--- src/rtl/mips_mc_control.sv ---
// Multicycle MIPS control FSM: sequences fetch/decode/execute/memory/writeback
// and issues the write-enable and request strobes for PC, IR, RF and data memory.
module mips_mc_control #(
    parameter int unsigned MAX_WAIT = 15
) (
    input  logic       CLK,
    input  logic       RST,
    input  logic [5:0] Opcode,
    input  logic [5:0] Funct,
    input  logic       Zero,
    input  logic       Mem_Ready,
    output logic       PC_WE,
    output logic       IR_WE,
    output logic       RF_WE,
    output logic       MEM_RE,
    output logic       MEM_WE,
    output logic [1:0] PC_sel,
    output logic [1:0] ALU_Bin_sel,
    output logic [3:0] ALU_func,
    output logic       RF_WrData_sel,
    output logic       RF_Dst_sel,
    output logic       Fault,
    output logic [3:0] State
);

    localparam int unsigned CNT_W = 8;

    typedef enum logic [3:0] {
        S_IFETCH   = 4'd0,
        S_DECODE   = 4'd1,
        S_EXEC_R   = 4'd2,
        S_R_WB     = 4'd3,
        S_EXEC_I   = 4'd4,
        S_I_WB     = 4'd5,
        S_MEM_ADDR = 4'd6,
        S_MEM_RD   = 4'd7,
        S_MEM_WB   = 4'd8,
        S_MEM_WR   = 4'd9,
        S_BRANCH   = 4'd10,
        S_JUMP     = 4'd11,
        S_HALT     = 4'd15
    } state_t;

    localparam logic [5:0] OP_RTYPE = 6'b000000;
    localparam logic [5:0] OP_ADDI  = 6'b001000;
    localparam logic [5:0] OP_LW    = 6'b100011;
    localparam logic [5:0] OP_SW    = 6'b101011;
    localparam logic [5:0] OP_BEQ   = 6'b000100;
    localparam logic [5:0] OP_J     = 6'b000010;

    localparam logic [3:0] ALU_ADD = 4'd0;
    localparam logic [3:0] ALU_SUB = 4'd1;
    localparam logic [3:0] ALU_AND = 4'd2;
    localparam logic [3:0] ALU_OR  = 4'd3;
    localparam logic [3:0] ALU_SLT = 4'd4;

    localparam logic [1:0] BSEL_REG  = 2'd0;
    localparam logic [1:0] BSEL_IMM  = 2'd1;
    localparam logic [1:0] BSEL_FOUR = 2'd2;

    localparam logic [1:0] PCSEL_BRANCH = 2'd1;
    localparam logic [1:0] PCSEL_JUMP   = 2'd2;

    state_t             state, state_next;
    logic [CNT_W-1:0]   wait_cnt, wait_cnt_next;
    logic               funct_ok;
    logic [3:0]         r_func;
    logic               mem_phase;
    logic               timeout;

    // R-type function decode, shared by EXEC_R and R_WB
    always_comb begin
        funct_ok = 1'b1;
        r_func   = ALU_ADD;
        case (Funct)
            6'b100000: r_func = ALU_ADD;
            6'b100010: r_func = ALU_SUB;
            6'b100100: r_func = ALU_AND;
            6'b100101: r_func = ALU_OR;
            6'b101010: r_func = ALU_SLT;
            default:   funct_ok = 1'b0;
        endcase
    end

    assign mem_phase = (state == S_IFETCH) || (state == S_MEM_RD) || (state == S_MEM_WR);
    // A ready on the final permitted cycle still completes the access
    assign timeout   = mem_phase && !Mem_Ready && (wait_cnt >= CNT_W'(MAX_WAIT - 1));

    always_ff @(posedge CLK or posedge RST) begin
        if (RST) begin
            state    <= S_IFETCH;
            wait_cnt <= '0;
        end else begin
            state    <= state_next;
            wait_cnt <= wait_cnt_next;
        end
    end

    always_comb begin
        state_next    = state;
        wait_cnt_next = '0;
        case (state)
            S_IFETCH:   if (Mem_Ready) state_next = S_DECODE;
            S_DECODE: begin
                case (Opcode)
                    OP_RTYPE:     state_next = S_EXEC_R;
                    OP_ADDI:      state_next = S_EXEC_I;
                    OP_LW, OP_SW: state_next = S_MEM_ADDR;
                    OP_BEQ:       state_next = S_BRANCH;
                    OP_J:         state_next = S_JUMP;
                    default:      state_next = S_HALT;
                endcase
            end
            S_EXEC_R:   state_next = funct_ok ? S_R_WB : S_HALT;
            S_EXEC_I:   state_next = S_I_WB;
            S_MEM_ADDR: state_next = (Opcode == OP_LW) ? S_MEM_RD : S_MEM_WR;
            S_MEM_RD:   if (Mem_Ready) state_next = S_MEM_WB;
            S_MEM_WR:   if (Mem_Ready) state_next = S_IFETCH;
            S_R_WB, S_I_WB, S_MEM_WB, S_BRANCH, S_JUMP:
                        state_next = S_IFETCH;
            S_HALT:     state_next = S_HALT;
            default:    state_next = S_HALT;
        endcase
        // Memory wait: count stalled cycles, give up after MAX_WAIT of them
        if (mem_phase && !Mem_Ready) begin
            if (timeout) begin
                state_next = S_HALT;
            end else begin
                state_next    = state;
                wait_cnt_next = wait_cnt + CNT_W'(1);
            end
        end
    end

    always_comb begin
        PC_WE         = 1'b0;
        IR_WE         = 1'b0;
        RF_WE         = 1'b0;
        MEM_RE        = 1'b0;
        MEM_WE        = 1'b0;
        PC_sel        = 2'd0;
        ALU_Bin_sel   = BSEL_REG;
        ALU_func      = ALU_ADD;
        RF_WrData_sel = 1'b0;
        RF_Dst_sel    = 1'b0;
        Fault         = 1'b0;
        State         = state;
        if (!RST) begin
            case (state)
                S_IFETCH: begin
                    MEM_RE      = 1'b1;
                    ALU_Bin_sel = BSEL_FOUR;
                    IR_WE       = Mem_Ready;
                    PC_WE       = Mem_Ready;
                end
                S_EXEC_R:   ALU_func = r_func;
                S_R_WB: begin
                    RF_WE      = 1'b1;
                    RF_Dst_sel = 1'b1;
                    ALU_func   = r_func;
                end
                S_EXEC_I, S_MEM_ADDR: ALU_Bin_sel = BSEL_IMM;
                S_I_WB:     RF_WE = 1'b1;
                S_MEM_RD:   MEM_RE = 1'b1;
                S_MEM_WB: begin
                    RF_WE         = 1'b1;
                    RF_WrData_sel = 1'b1;
                end
                S_MEM_WR:   MEM_WE = 1'b1;
                S_BRANCH: begin
                    ALU_func = ALU_SUB;
                    PC_sel   = PCSEL_BRANCH;
                    PC_WE    = Zero;
                end
                S_JUMP: begin
                    PC_sel = PCSEL_JUMP;
                    PC_WE  = 1'b1;
                end
                S_HALT:     Fault = 1'b1;
                default:    Fault = 1'b0;
            endcase
        end else begin
            State = 4'd0;
        end
    end

endmodule

--- config.mk ---
export PLATFORM = sky130hd
export DESIGN_NAME = mips_mc_control
export DESIGN_NICKNAME = d
export VERILOG_FILES = /design/src/rtl/mips_mc_control.sv
export SDC_FILE = /design/constraint.sdc
export NUM_CORES = 1
export LEC_CHECK = 0
export CAP_MARGIN = 5
export CORE_MARGIN = 2
export CORE_UTILIZATION = 41
export CTS_BUF_LIST = sky130_fd_sc_hd__clkbuf_4
export CTS_CLUSTER_DIAMETER = 30
export DETAILED_ROUTE_END_ITERATION = 12
export PLACE_DENSITY = 0.76
export SLEW_MARGIN = 20
export SYNTH_ARGS = -nofsm -noshare
export SYNTH_HDL_FRONTEND = slang
export SYNTH_SLANG_ARGS = --single-unit
export TNS_END_PERCENT = 100
--- constraint.sdc ---
create_clock -name CLK -period 3.3 [get_ports CLK]
set_clock_uncertainty 0.05 [all_clocks]
set_input_delay 0.66 -clock CLK [delete_from_list [all_inputs] [get_ports CLK]]
set_output_delay 0.66 -clock CLK [all_outputs]
set_load 0.05 [all_outputs]
==> results of run 1 <==
[report_power, final]
part / internal, W / total, W / switching (W)
combinational: 0.000273 / 0.000647 / 0.000375
clock: 0.0000436 / 0.0000874 / 0.0000438
sequential: 0.000177 / 0.000248 / 0.0000712
[critical path, stage by stage]
cell and delay, ns:
sky130_fd_sc_hd__clkdlybuf4s50_1 0.39, sky130_fd_sc_hd__nand2b_1 0.16, sky130_fd_sc_hd__nor4b_1 0.52, sky130_fd_sc_hd__nand2_1 0.12, sky130_fd_sc_hd__o21ai_0 0.11, sky130_fd_sc_hd__a21o_1 0.19
sky130_fd_sc_hd__buf_12 0.14
[worst max path at each step]
stage / cells after the start / endpoint / slack, ns
floorplan: 6 / Fault / 0.05
global placement: 3 / State[2] / 0.39
finish: 7 / ALU_func[0] / 0.30
CTS: 3 / State[1] / 0.33
detailed placement: 3 / State[1] / 0.34
global route: 3 / State[1] / 0.22
[kinds of logic after synthesis]
kind of cell | after synthesis | share of synthesized area (%)
xor gates and xnor gates | 4 | 3.81
DFF | 12 | 32.6
AOI/OAI and AO/OA | 26 | 20.9
and+or+nand+nor | 56 | 34.1
adders and majority gates | 2 | 2.72
buffers and inverters | 12 | 5.43
other | 1 | 0.407
[cells in the final DEF (no fill, tap or decap), drive strengths merged, types with 4 or more instances in the layout]
| cell type | count |
|---|---|
| clkdlybuf4s50 | 19 |
| buf | 18 |
| nor2 | 14 |
| dfrtp | 12 |
| nor3 | 11 |
| nand2 | 8 |
| a21oi | 6 |
| inv | 5 |
| nand3 | 4 |
| o21ai | 4 |
| conb | 4 |
[per-stage QoR]
| stage | util (%) | cells |
|---|---|---|
| 4_1_cts | 65.8 | 178 |
| 3_5_place_dp | 64.6 | 174 |
| 3_3_place_gp | 64.6 | 174 |
| 5_1_grt | 65.8 | 178 |
| 2_1_floorplan | - | 116 |
| 6_report | 65.8 | 178 |
[area by class of cell]
cell class	count	area, sq um	area share, %
sequential	12	300	21.0
timing repair buffer	37	450	31.6
clock buffer	3	22.5	1.58
multi-input combinational	92	597	41.8
inverter	5	18.8	1.31
tap	28	35.0	2.45
clock inverter	1	3.75	0.263
[metal layers]
metal | global-route usage [%] | share of wire, % | wire length [um] | vias to the layer above
met3 | 3.80 | 6.2 | 148 | 4
met4 | 7.46 | 1.4 | 33 | 0
met5 | 0 | 0 | 0 | -
met2 | 32.5 | 50 | 1180 | 30
met1 | 26.7 | 43 | 1010 | 468
li1 | - | - | - | 481
[state kept, by name (all words and copies together), names as in the netlist]
| signal | count |
|---|---|
| state | 4 |
| wait_cnt | 8 |
==> reports/qor.tcl, run 1 <==
set qor(synth_cell_type_count) 42
set qor(vias_per_cell) 5.52
set qor(finalHoldViolCount) 0
set qor(detail_route.first_pass.iterations) 4
set qor(critPathLaunch) {Funct[4]}
set qor(r2r_end) {state[0]}
set qor(fin_total_pwr_w) 0.000983
set qor(fmax_mhz) 333
set qor(netlist_top_cells_count) {14 x sky130_fd_sc_hd__nor2_1, 12 x sky130_fd_sc_hd__dfrtp_1, 11 x sky130_fd_sc_hd__nor3_1, 8 x sky130_fd_sc_hd__nand2_1}
set qor(tritoncts) {yes}
set qor(hold_path_class) {register to register}
set qor(antenna_found_initial) 0
set qor(required_ns) 2.59
set qor(grt_pass1_wl_um) 4070
set qor(postLayoutSetupSlackWorst_ns) 0.299
set qor(synth_top_area_share_pct) 32.6
set qor(yosys_top_cell_by_area) {sky130_fd_sc_hd__dfrtp_1}
set qor(synth_top_cells_by_area) {sky130_fd_sc_hd__dfrtp_1 33%, sky130_fd_sc_hd__nor3_1 6.0%, sky130_fd_sc_hd__nor2_1 5.7%}
set qor(synth.most_common_cell) {sky130_fd_sc_hd__nor2_1}
set qor(grt_setup_unrepaired) {false}
set qor(number_of_global_route_vias_before_repair) 899
set qor(worstPathMaxFanout) 3
set qor(setup_viol) 0
set qor(synth_edf_count) 0
set qor(ys_seq_elements) 12
set qor(final_min_period_over_clock_period_pct) 90.9
set qor(grt_remaining_overflow) 0
set qor(dp.final_hpwl_um) 1880
set qor(routed_wire_length_per_instance_um) 13.3
set qor(input_output_buffers) 34
set qor(p_per_area_nw_per_um2) 688
set qor(cts.sinks) 12
set qor(clock_path_buffers) 2
set qor(place.gp.congestion) 0.754
set qor(synth_sequential_area_ratio_pct) 32.6
set qor(timing.hold.worst.start) {wait_cnt[0]}
set qor(global_route.usage.total_pct) 20.2
set qor(rows) 17
set qor(crit_path_start_kind) {primary input}
set qor(reg2reg_setup_slack_ns) 1.34
set qor(max_slew_margin_pct) 63.4
set qor(drt.antenna.violating_nets) 0
set qor(final_period_minus_worst_setup_slack_ns) 3.00
set qor(final_net_count) 169
set qor(num-fill-cells) 189
set qor(cts_setup_buffers) 0
set qor(area_growth_pct) 55.0
set qor(power.leakage_nw) 0.584
set qor(design.die.area_sq_um) 2640
set qor(clock_latency_ns) 0.26
set qor(ys.warnings.count) 0
set qor(detailedRoute.firstIterationViolations) 17
set qor(rr_startpoint) {state[1]}
set qor(worst-setup-path-type) {primary input to output pin}
set qor(clk_transition_reported_paths_ns) 0.07
set qor(maximum_number_of_pins_on_one_net_before_global_route_repair) 17
set qor(worst-endpoint-arrival_ns) 2.29
set qor(die_height_um) 51.4
set qor(layout-drive-gt1-share_pct) 20.7
set qor(drt-total-wl_um) 2380
set qor(syn-instance-count) 113
set qor(vdd_ir_drop_max_mv) 0.501
set qor(cts_hold_buf) 0
set qor(dpl_ws_ns) 0.336
set qor(cts-buffers-inserted) 3
set qor(timing.critical_path.to_type) {output pin}
set qor(initial_utilization_pct) 42.4
set qor(h-tree-depth) 1
set qor(holdWs_ns) 0.439
set qor(final.setup.tns_ns) 0
set qor(detailroute.via_count) 983
set qor(maxCapViolCount) 0
set qor(area_of_the_core_region_sq_um) 2170
set qor(pin_count) 36
set qor(place_area_sq_um) 1400
set qor(r2r_cells) 5
set qor(postSynthAreaPerCell_sq_um) 8.15
set qor(antenna-diode-count) 0
set qor(tightestPinTransition_ns) 0.542
set qor(synth_async_sr_flop_share_pct) 100
set qor(worst_hold_path.num_cells) 1
set qor(postCtsResizedCells) 0
set qor(run_status) {completed}
set qor(syn_area_sq_um) 921
set qor(design_area_sq_um) 1430
set qor(slew_viol_final) 0
set qor(drc_errors) 0
set qor(die-width_um) 51.4
set qor(dominantRegCellSynth) {sky130_fd_sc_hd__dfrtp_1}
set qor(clockRootBuffer) {sky130_fd_sc_hd__clkbuf_4}
set qor(whs_endpoint) {wait_cnt[0]}
Note: power is estimated with default switching activity, not from simulation.
==> run 2, diff against run 1 <==
CAP_MARGIN = not set   (was 5)
CORE_MARGIN = not set   (was 2)
MAX_ROUTING_LAYER = met4   (was not set)
==> run 2 against run 1 <==
Sequential cell count stayed put. Combinational power hardly changed. Sequential share of layout area hardly changed. Register-to-register slack better by 0.02 ns. Critical path depth stayed put. Setup slack better by 0.016 ns. Final area hardly changed. Routed wire length is 1.1% higher. Non-clock buffer count stayed put. Worst hold slack better by 0.0095 ns. Critical endpoint unchanged. Largest power group unchanged. Highest routed layer is now met3.
==> reports/qor.tcl, run 2 (synthesized netlist as in run 1, its figures left out) <==
set qor(run_status) {completed}
set qor(most-common-layout-cells) {19 x sky130_fd_sc_hd__clkdlybuf4s50_1, 14 x sky130_fd_sc_hd__nor2_1, 12 x sky130_fd_sc_hd__dfrtp_1, 10 x sky130_fd_sc_hd__buf_12}
set qor(drt-total-wl_um) 2400
set qor(cts.sinks) 12
set qor(largest_register_ffs) 8
set qor(timing.critical_path.to_type) {output pin}
set qor(critical_path.slowest_cell) {sky130_fd_sc_hd__nor4b_1}
set qor(place.gp.congestion) 0.792
set qor(final_period_minus_worst_setup_slack_ns) 2.98
set qor(h-tree-depth) 1
set qor(clock_latency_ns) 0.27
set qor(cts_setup_buffers) 0
set qor(final_min_period_over_clock_period_pct) 90.5
set qor(tightestPinTransition_ns) 0.564
set qor(routed_wire_length_per_instance_um) 13.6
set qor(area_growth_pct) 54.9
set qor(clock_path_buffers) 2
set qor(grt_remaining_overflow) 0
set qor(grt_pass1_wl_um) 4130
set qor(die_height_um) 49.4
set qor(required_ns) 2.59
set qor(fin_total_pwr_w) 0.000979
set qor(global_route.usage.total_pct) 22.5
set qor(met2_capacity_usage_during_global_routing_pct) 40.9
set qor(clockRootBuffer) {sky130_fd_sc_hd__clkbuf_4}
set qor(slew_viol_final) 0
set qor(vias_per_cell) 5.43
set qor(reg2reg_setup_slack_ns) 1.36
set qor(worstPathMaxFanout) 3
set qor(global_route.usage.met3_pct) 3.12
set qor(die-width_um) 49.4
set qor(worst-setup-path-type) {primary input to output pin}
set qor(clk_transition_reported_paths_ns) 0.07
set qor(dp.final_hpwl_um) 1940
set qor(postCtsResizedCells) 0
set qor(cts_hold_buf) 0
set qor(max_slew_margin_pct) 61.9
set qor(fmax_mhz) 335
set qor(maxCapViolCount) 0
set qor(setup_viol) 0
set qor(tritoncts) {yes}
set qor(number_of_global_route_vias_before_repair) 920
set qor(final_common_cell) {sky130_fd_sc_hd__clkdlybuf4s50_1}
set qor(layout-drive-gt1-share_pct) 20.7
set qor(final_net_count) 169
set qor(initial_utilization_pct) 45.1
set qor(slowest_delay_ns) 0.54
set qor(drt.antenna.violating_nets) 0
set qor(design.die.area_sq_um) 2440
set qor(num-fill-cells) 178
set qor(pin_count) 36
set qor(detailedRoute.firstIterationViolations) 17
set qor(antenna-diode-count) 0
set qor(worstPathCellList) {clkdlybuf4s50_1 > nand2b_1 > nor4b_1 > nand2_1 > o21ai_0 > a21o_1 > buf_12}
set qor(detail_route.first_pass.iterations) 4
set qor(antenna_found_initial) 0
set qor(area_of_the_core_region_sq_um) 2040
set qor(rows) 16
set qor(input_output_buffers) 34
set qor(p_per_area_nw_per_um2) 687
set qor(grt_setup_unrepaired) {false}
set qor(maximum_number_of_pins_on_one_net_before_global_route_repair) 18
set qor(crit_path_start_kind) {primary input}
set qor(holdWs_ns) 0.449
set qor(power.leakage_nw) 0.584
set qor(gr-usage-met1_pct) 25.5
set qor(gr-max-usage-layer) {met2}
set qor(cts-buffers-inserted) 3
set qor(biggestRegsByFlops) {wait_cnt (8), state (4)}
set qor(worst-endpoint-arrival_ns) 2.27
set qor(hold_path_class) {register to register}
set qor(detailroute.via_count) 961
set qor(finalHoldViolCount) 0
set qor(vdd_ir_drop_max_mv) 0.451
set qor(drc_errors) 0
set qor(final.setup.tns_ns) 0
set qor(top_register) {wait_cnt}
-- run 2: critical path: cells and delay by family --
kind                   cells  cell delay, ns
buffers and inverters      2            0.61
and+or+nand+nor            3            0.74
AOI/OAI and AO/OA          2            0.27
-- run 2: path summary, 6_finish.rpt --
check,start,to,cells past startpoint
worst min-delay path,wait_cnt[0],wait_cnt[0],1
max in group asynchronous,RST,wait_cnt[4],3
worst max-delay path,Funct[5],ALU_func[0],7
worst max register to register,state[2],state[1],5
worst min register to register,wait_cnt[0],wait_cnt[0],1
min in group asynchronous,RST,state[1],3
-- run 2: stage by stage --
stage                     worst slack [ns]  instance area, sq um  cells  util, %
final                                0.315                  1430    177     69.9
after global routing                 0.196                  1430    177     69.9
after CTS                            0.315                  1430    177     69.9
after detailed placement             0.316                  1400    173     68.6
after global placement               0.347                  1400    173     68.6
after floorplan                     0.0548                   947    116        -
-- run 2: area by class of cell --
type | instances | area, sq um | share of cell area [%]
clock buffer | 3 | 22.5 | 1.58
clock inverter | 1 | 3.75 | 0.263
inverter | 5 | 18.8 | 1.32
multi-input combinational | 92 | 597 | 41.8
sequential | 12 | 300 | 21.1
tap | 27 | 33.8 | 2.37
timing repair buffer | 37 | 450 | 31.6
-- run 2: routing by layer --
metal  wire length (um)  share of wire, %  up-vias
met5                  0                 0        -
met4                  0                 0        0
met3                 56               2.3        0
met2               1360                57       18
met1                987                41      462
li1                   -                 -      481
-- run 2: where the power goes --
part / switching, W / leakage, nW / total, W / internal [W]
Clock: 0.0000454 / 0.0154 / 0.0000891 / 0.0000437
Combinational: 0.000374 / 0.416 / 0.000647 / 0.000273
Sequential: 0.0000668 / 0.152 / 0.000244 / 0.000177
==> run 3, diff against run 2 <==
CTS_CLUSTER_SIZE = 8   (was not set)
==> results of run 3 <==
No change in the layout: final DEF, timing and power equal those of run 2.
